File: src/rtl/rv_fetch_unit.sv
// Instruction fetch unit: issues single-outstanding word reads and buffers
// {pc, instr} pairs in a small FIFO for a multicycle core; redirects flush and restart.
module rv_fetch_unit #(
    parameter logic [31:0] RESET_PC   = 32'h0000_0000,
    parameter int          FIFO_DEPTH = 2
) (
    input  logic        clock,
    input  logic        reset,
    input  logic        redirect_valid,
    input  logic [31:0] redirect_pc,
    output logic        imem_req,
    output logic [31:0] imem_addr,
    input  logic        imem_ack,
    input  logic [31:0] imem_rdata,
    output logic        inst_valid,
    input  logic        inst_ready,
    output logic [31:0] inst_data,
    output logic [31:0] inst_pc
);
    localparam int PW = $clog2(FIFO_DEPTH);
    localparam int CW = PW + 1;
    localparam logic [CW-1:0] DEPTH_C = CW'(FIFO_DEPTH);

    typedef enum logic [1:0] {IDLE, REQ, DRAIN} state_t;

    state_t        state, state_nxt;
    logic [31:0]   fetch_pc, drain_addr;
    logic [31:0]   pc_mem [FIFO_DEPTH];
    logic [31:0]   ir_mem [FIFO_DEPTH];
    logic [PW-1:0] rd_ptr, wr_ptr;
    logic [CW-1:0] count, count_after;
    logic          push, pop;
    logic          unused_rpc;

    assign unused_rpc  = ^redirect_pc[1:0];
    assign push        = (state == REQ) && imem_ack && !redirect_valid;
    assign pop         = inst_valid && inst_ready && !redirect_valid;
    assign count_after = count + CW'(push) - CW'(pop);

    assign imem_req   = (state != IDLE);
    // DRAIN keeps presenting the abandoned address until memory answers it
    assign imem_addr  = (state == DRAIN) ? drain_addr : fetch_pc;
    assign inst_valid = (count != '0);
    assign inst_data  = inst_valid ? ir_mem[rd_ptr] : 32'h0;
    assign inst_pc    = inst_valid ? pc_mem[rd_ptr] : 32'h0;

    always_comb begin
        state_nxt = state;
        case (state)
            IDLE:  if (redirect_valid || (count < DEPTH_C)) state_nxt = REQ;
            REQ: begin
                if (redirect_valid)  state_nxt = imem_ack ? REQ : DRAIN;
                else if (imem_ack)   state_nxt = (count_after < DEPTH_C) ? REQ : IDLE;
            end
            DRAIN: if (imem_ack) state_nxt = REQ;
            default: state_nxt = IDLE;
        endcase
    end

    always_ff @(posedge clock or posedge reset) begin
        if (reset) begin
            state      <= IDLE;
            fetch_pc   <= RESET_PC;
            drain_addr <= RESET_PC;
            rd_ptr     <= '0;
            wr_ptr     <= '0;
            count      <= '0;
        end else begin
            state <= state_nxt;
            if (redirect_valid) begin
                fetch_pc <= {redirect_pc[31:2], 2'b00};
                rd_ptr   <= '0;
                wr_ptr   <= '0;
                count    <= '0;
                if ((state == REQ) && !imem_ack) drain_addr <= fetch_pc;
            end else begin
                if (push) begin
                    wr_ptr   <= wr_ptr + 1'b1;
                    fetch_pc <= fetch_pc + 32'd4;
                end
                if (pop) rd_ptr <= rd_ptr + 1'b1;
                count <= count_after;
            end
        end
    end

    always_ff @(posedge clock) begin
        if (push) begin
            pc_mem[wr_ptr] <= fetch_pc;
            ir_mem[wr_ptr] <= imem_rdata;
        end
    end
endmodule

File: config.mk
export PLATFORM = sky130hd
export DESIGN_NAME = rv_fetch_unit
export DESIGN_NICKNAME = d
export VERILOG_FILES = /design/src/rtl/rv_fetch_unit.sv
export SDC_FILE = /design/constraint.sdc
export NUM_CORES = 1
export LEC_CHECK = 0
export ABC_AREA = 1
export BUFFER_PORTS_ARGS = -buffer_cell sky130_fd_sc_hd__buf_2
export CAP_MARGIN = 20
export CORE_MARGIN = 3
export CORE_UTILIZATION = 62
export CTS_BUF_LIST = sky130_fd_sc_hd__clkbuf_8
export CTS_CLUSTER_DIAMETER = 120
export DETAILED_ROUTE_END_ITERATION = 8
export PLACE_DENSITY_LB_ADDON = 0.08
export SYNTH_ARGS = -nofsm -noshare
export SYNTH_HDL_FRONTEND = slang
export SYNTH_SLANG_ARGS = --single-unit
File: constraint.sdc
create_clock -name clock -period 9 [get_ports clock]
set_input_delay 0.9 -clock clock [delete_from_list [all_inputs] [get_ports clock]]
set_output_delay 0.9 -clock clock [all_outputs]
set_load 0.1 [all_outputs]
* Word level (Yosys, flattened, before mapping)
Memories as Yosys holds them, arrays and structs flattened.
Index checks and enable logic that the tools add are counted.
** Storage, ports and cells
- Input bits :: 69
- Latch bits :: 0
- Output and inout bits :: 98
- Memories :: 2
- Memory bits (read-only) :: 0
- Flip-flop bits (word level) :: 70
- RAM bits :: 128
** Operators by class
- Reduce and logical (&&, ||, !) cells :: 15
- Bitwise operators :: 0
- Multiplexer cells :: 19
- Add/subtract/negate cells :: 5
- Equality and inequality tests :: 5
- $mul :: 0
- Shift-type cells :: 0
- Div/mod/pow operators :: 0
- Magnitude comparators :: 2
** Memories
- ir_mem :: words 2, bits a word 32, read ports 1, clocked after Yosys merged registers in 0, wr ports 1, RTL line 29 : logic [31:0] ir_mem [FIFO_DEPTH];
- pc_mem :: words 2, bits a word 32, read ports 1, clocked after Yosys merged registers in 0, wr ports 1, RTL line 28 : logic [31:0] pc_mem [FIFO_DEPTH];
** Operators by type and width (count)
- $mux W32 :: 5
- $add A32 B3 Y32 const B :: 1
- $mux W2 :: 6
- $reduce_bool A2 Y1 :: 4
- $mux W1 :: 7
- $pmux W2 S3 :: 1
- $logic_and A1 B1 Y1 :: 5
- $lt A2 B2 Y1 const B :: 2
- $ne A2 B2 Y1 const B :: 2
- $ne A3 B3 Y1 const B :: 1
- $reduce_and A3 Y1 :: 1
- $add A1 B1 Y1 const B :: 2
- $add A2 B1 Y2 :: 1
- $eq A2 B1 Y1 const B :: 1
- $eq A2 B2 Y1 const B :: 1
- $logic_not A1 Y1 :: 2
- $logic_not A2 Y1 :: 1
- $reduce_and A2 Y1 :: 1
- $sub A2 B1 Y2 :: 1
- $logic_or A1 B1 Y1 :: 1

* Longest topological paths before layout
Gate-level depths: netlist (run 1).
- Depth in word-level cells :: 10
- Mapped depth :: 13

* Worst setup path before layout (run 1)
No wires, ideal clock.
- Kind :: input to register
- From :: input port redirect_valid
- To :: memory ir_mem[1][0], enable pin
- Path slack :: 4.623 ns
- Stages on the path :: 4
- Arrival time :: 3.895 ns
- Library setup time :: 0.482 ns
- Path buffers :: 1
- Data required time :: 8.518 ns
- Cells stage by stage :: buf_4 -> nor2_8 -> inv_2 -> nor2_1
** On the way
- Cells in the longest elaborated chain, start to end :: 4
** Ends and longest elaborated chain
- start, declared :: RTL line 9 : input logic redirect_valid,
- $logic_not A1 Y1 :: RTL line 36 : assign push = (state == REQ) && imem_ack && !redirect_valid;
- $logic_and A1 B1 Y1 :: RTL line 36
- $mux W1 :: RTL line 88 : if (push) begin
- $mux W1 (implied by the code) :: RTL line 90 : ir_mem[wr_ptr] <= imem_rdata;
- end, declared :: RTL line 29
Every way passes these cells.

* Final worst setup path (run 1)
- From :: register rd_ptr
- To :: output port inst_pc[23]
** On the way
- Cells in the longest elaborated chain, start to end :: 2
** Ends and longest elaborated chain
- start, declared :: RTL line 30 : logic [PW-1:0] rd_ptr, wr_ptr;
- start signal, assigned :: RTL line 81 : if (pop) rd_ptr <= rd_ptr + 1'b1;
- $mem_v2 Z2 W32
- $mux W32 :: RTL line 45 : assign inst_pc = inst_valid ? pc_mem[rd_ptr] : 32'h0;
- end, declared :: RTL line 18 : output logic [31:0] inst_pc
Every way passes these cells.

==> results_dict.tcl, run 1 <==
set metrics [dict create \
    tightest_slew_ns 1.07 \
    grt_util_met2_pct 38.1 \
    grt_start_max_net_pins 67 \
    use_met1_pct 34.1 \
    finalMaxSlewViolations 0 \
    ys_async_sr_fraction_pct 34.7 \
    required_ns 8.10 \
    synth-edff-count 124 \
    critPathLaunchType "flip-flop" \
    gp_congestion 0.873 \
    drc 0 \
    core-area_um2 13400 \
    num_antenna_cells 0 \
    finish.instance_area_um2 9880 \
    dpl_cell_area_um2 9480 \
    layout_common_cells "nand2_1, buf_2, edfxtp_1" \
    drtAntennaViolNets 0 \
    setup_viol_count_final 0 \
    cp-end-kind "output pin" \
    power_leakage_uw 0.00429 \
    fin_skew_ns 0.0135 \
    cts_hold_buf 0 \
    wl_per_cell_um 14.9 \
    finalHoldViolCount 0 \
    vdd_ir_drop_max_v 0.000219 \
    dp_hpwl_um 12400 \
    synth_area_per_cell_um2 9.44 \
    busiest_layer "met2" \
    cts_root_buf "clkbuf_8" \
    crit_type "reg -> out" \
    fin_crit_sh_pct 42.3 \
    min-delay-path-class "reg -> reg" \
    via_per_inst 5.33 \
    clock-sinks 190 \
    yosysWarnings 0 \
    layout_min_cycle_time_ns 3.81 \
    die_h_um 124 \
    fin_setup_tns_ns 0 \
    grt_pass1_wl_um 28800 \
    start_util_pct 64.2 \
    cts_buffers 17 \
    grtUsageTotal_pct 24.4 \
    overflow 0 \
    rsz0062_at_grt "false" \
    synth-seq-cells 190 \
    die_x_um 124 \
    clock.fmax_mhz 263 \
    maxCapViolations 0 \
    cts_resized 0 \
    final_util_pct 73.7 \
    critical_path_arrival_ns 2.91 \
    ys.flop_type "edfxtp_1" \
    dr.pass1.iters 5 \
    crit_fanout 64 \
    rows 42 \
    met3_usage_pct 4.95 \
    clk_latency_ns 0.46 \
    wl_um 18500 \
    yosysUniqueCellTypes 32 \
    clk_pin_slew_worst_paths_ns 0.09 \
    num_vias 6626 \
    power.density_nw_per_um2 330 \
    fin_nets 1128 \
    final_common_cell "nand2_1" \
    status "complete, no violations" \
    syn_area_um2 8610 \
    pin_count 167 \
    dieArea_um2 15300 \
    cts_tree "done" \
    slew_headroom_pct 28.3 \
    ys_seq_area_share_pct 62.4 \
    drive_gt1_share_pct 22.5 \
    netlist_instances 912 \
    synthToLayoutAreaGrowth_pct 14.8 \
    first_iter_violations 558 \
    htree_num_levels 4 \
    cts_buffer_depth 2 \
    post_cts_buffers 0 \
    grt_pass1_vias 5903 \
    portBuffers 160 \
    antenna_found_initial 0 \
]
[cell usage after synthesis (all sizes together), types with 2 or more instances]
cell    instances  share of area, %
o21ai          73               4.2
o211ai          3              0.26
xnor2           2              0.20
nor2           75               4.4
a21oi          70               4.1
dfrtp          66                19
nand2         339                15
a31oi           4              0.29
o21bai          2              0.17
buf            20               1.5
ha              3              0.44
nand4           2              0.15
inv            57               2.5
nand3          38               2.2
clkbuf         24               1.0
xor2            5              0.51
edfxtp        124                43
[per-layer routing]
layer / part of all wire, % / up-vias
met5: 0 / -
met4: 3.1 / 0
li1: - / 3288
met1: 43 / 3069
met3: 7.9 / 40
met2: 46 / 229
[critical path, cell delays in order (launching register included)]
cell	delay (ns)
dfrtp_2	0.39
buf_4	0.30
inv_2	0.85
nand2_1	0.15
a21oi_1	0.20
buf_2	0.45
[worst paths after layout]
kind / to / depth (start not counted) / slack (ns) / start
setup / recovery: inst_pc[23] / 5 / 5.19 / rd_ptr
hold reg to reg: drain_addr[18] / 2 / 0.49 / drain_addr[18]
max in group asynchronous: rd_ptr / 3 / 7.71 / reset
hold / removal: drain_addr[18] / 2 / 0.49 / drain_addr[18]
min in group asynchronous: state[1] / 3 / 0.69 / reset
setup reg to reg: ir_mem[0][31] / 7 / 6.27 / state[0]
[state kept, by name, summed over array words and instances, names as in the netlist]
name / count
count: 2
drain_addr: 30
state: 2
fetch_pc: 30
wr_ptr: 1
pc_mem: 60
ir_mem: 64
rd_ptr: 1
[layout make-up]
type,count,area (um^2)
multi-input combinational,624,2830
inverter,57,214
clock inverter,14,145
fill,1042,3520
sequential,190,5380
clock buffer,17,234
tap,176,220
timing repair buffer,166,858
[logic make-up after synthesis]
kind of cell	Yosys count	share of synthesized area, %
adders and majority gates	3	0.436
DFF	190	62.4
and+or+nand+nor	456	22.1
buffers and inverters	101	5.01
xor gates and xnor gates	7	0.712
other	1	0.0436
AOI/OAI and AO/OA	154	9.21
[stage by stage]
step | hold slack, ns | power, uW | setup WS [ns] | std cells
global placement | 0.468 | 2730 | 5.67 | 1212
finish | 0.494 | 3260 | 5.19 | 1244
CTS | 0.501 | 3280 | 5.17 | 1243
detailed placement | 0.478 | 2750 | 5.67 | 1212
floorplan | 0.443 | 2490 | 4.62 | 915
global route | 0.519 | 3420 | 4.98 | 1244
[report_power, final]
part	internal [uW]	switching [uW]
registers	1100	101
clock network	244	290
logic	228	1300
Power figures use the tool's default switching activity.
==> run 2, diff against run 1 <==
- CORE_UTILIZATION: 62 -> 52
- clock period: 9 -> 3.1 ns (I/O delays scaled with it)
==> run 2 against run 1 <==
  * Sequential power rose to 2.9 times the previous value
  * Global-route usage fell by 2.7 points
  * Combinational power rose to 2.9 times the previous value
  * Critical path depth is 1 higher
  * Largest cell class unchanged
  * Largest power group unchanged
==> results_dict.tcl, run 2 (synthesis results as in run 1) <==
set metrics [dict create \
    setup_viol_count_final 0 \
    via_per_inst 5.10 \
    slew_headroom_pct 37.2 \
    finalMaxSlewViolations 0 \
    total_power_uw 9610 \
    vdd_ir_drop_max_v 0.000735 \
    core-area_um2 16100 \
    clock-sinks 190 \
    power_leakage_uw 0.00434 \
    fin_crit_sh_pct 85.6 \
    dp_hpwl_um 13200 \
    tightest_slew_ns 0.939 \
    portBuffers 160 \
    final_common_cell "nand2_1" \
    grt_pass1_wl_um 30800 \
    dpl_cell_area_um2 9610 \
    finish.instance_area_um2 10000 \
    p_comb_share_pct 46.6 \
    crit_fanout 33 \
    first_iter_violations 327 \
    largest_reg_flops 64 \
    rsz0062_at_grt "false" \
    drc 0 \
    layout_common_cells "nand2_1, buf_2, edfxtp_1" \
    maxCapViolations 0 \
    cts_tree "done" \
    fin_skew_ns 0.0154 \
    cts_buffer_depth 2 \
    overflow 0 \
    clk_latency_ns 0.46 \
    num_antenna_cells 0 \
    critPathLaunchType "flip-flop" \
    grt_pass1_vias 6120 \
    dieArea_um2 18100 \
    critical_path_arrival_ns 2.34 \
    clkPwrFrac_pct 17.1 \
    die_x_um 135 \
    die_h_um 135 \
    num_vias 6576 \
    power.switching_uw 4950 \
    grt_start_max_net_pins 67 \
    layout_min_cycle_time_ns 2.65 \
    crit_type "reg -> out" \
    min-delay-path-class "in -> reg" \
    cts_root_buf "clkbuf_8" \
    clock.fmax_mhz 377 \
    rows 46 \
    p_sw_share_pct 51.5 \
    finalHoldViolCount 0 \
    required_ns 2.79 \
    dr.pass1.iters 6 \
    drive_gt1_share_pct 22.6 \
    p_int_uw 4660 \
    top_regs "ir_mem (64), pc_mem (60)" \
    cp-end-kind "output pin" \
    power.density_nw_per_um2 959 \
    htree_num_levels 4 \
    grtUsageTotal_pct 21.7 \
    clk_pin_slew_worst_paths_ns 0.10 \
    fin_nets 1133 \
    cts_buffers 17 \
    wl_um 19600 \
    p_seq_share_pct 36.3 \
    top_register "ir_mem" \
    gp_congestion 0.847 \
    antenna_found_initial 0 \
    status "complete, no violations" \
    pin_count 167 \
    drtAntennaViolNets 0 \
    final_util_pct 62.4 \
    start_util_pct 53.6 \
    whs_ns 0.0417 \
    synthToLayoutAreaGrowth_pct 16.4 \
    wl_per_cell_um 15.2 \
]
-- run 2: cell types whose count changed in the layout (fill, tap and decap cells not counted) --
cell	delta
clkinvlp_2	-2
dlygate4sd3_1	+1
buf_4	+2
buf_12	+2
clkinv_1	+1
bufinv_16	+1
-- run 2: worst max-delay path, cell delays in order (launching register included) --
cell and delay (ns):
dfrtp_1 0.42, inv_1 0.12, nor2_4 0.48, buf_12 0.25, nand2_1 0.06, o21ai_0 0.09, buf_2 0.46
-- run 2: worst paths after layout --
check,from,to,slack [ns],cells past startpoint
min in group asynchronous,reset,state[0],0.46,4
max in group asynchronous,reset,rd_ptr,2.33,4
setup reg to reg,state[0],state[0],0.68,13
setup / recovery,state[1],imem_addr[18],0.45,6
hold reg to reg,drain_addr[7],drain_addr[7],0.49,2
hold / removal,imem_rdata[18],ir_mem[1][18],0.04,1
-- run 2: cell type report --
class | count | area (um^2)
clock buffer | 17 | 234
clock inverter | 14 | 169
fill | 1360 | 6040
inverter | 57 | 214
multi-input combinational | 624 | 2830
sequential | 190 | 5380
tap | 216 | 270
timing repair buffer | 171 | 923
-- run 2: stage by stage --
step	std cells	TNS (ns)	setup slack (ns)
2_1_floorplan	915	-1.63	-0.0543
5_1_grt	1289	0	0.264
3_5_place_dp	1257	0	0.709
4_1_cts	1289	0	0.438
3_3_place_gp	1257	0	0.734
6_report	1289	0	0.447
-- run 2: power groups by stage --
stage / Sequential (uW) / Combinational (uW) / Clock [uW]
after global placement: 3520 / 4460 / 0
after global routing: 3540 / 4730 / 1770
after floorplan: 3440 / 3780 / 0
after detailed placement: 3540 / 4490 / 0
after CTS: 3480 / 4500 / 1680
final: 3490 / 4480 / 1650
-- run 2: per-layer routing --
| layer | GRT usage [%] | vias up | routed length [um] |
|---|---|---|---|
| met5 | 0 | - | 0 |
| met4 | 5.94 | 0 | 319 |
| met1 | 29.4 | 3042 | 8670 |
| li1 | - | 3300 | - |
| met2 | 36.4 | 214 | 9290 |
| met3 | 4.21 | 20 | 1320 |
-- run 2: what timing repair did --
| item | in CTS | in global routing |
|---|---|---|
| resized for setup | 0 | 0 |
| hold endpoints to repair | 66 | 0 |
| buffers inserted | 0 | 0 |
| hold buffers | 1 | 0 |
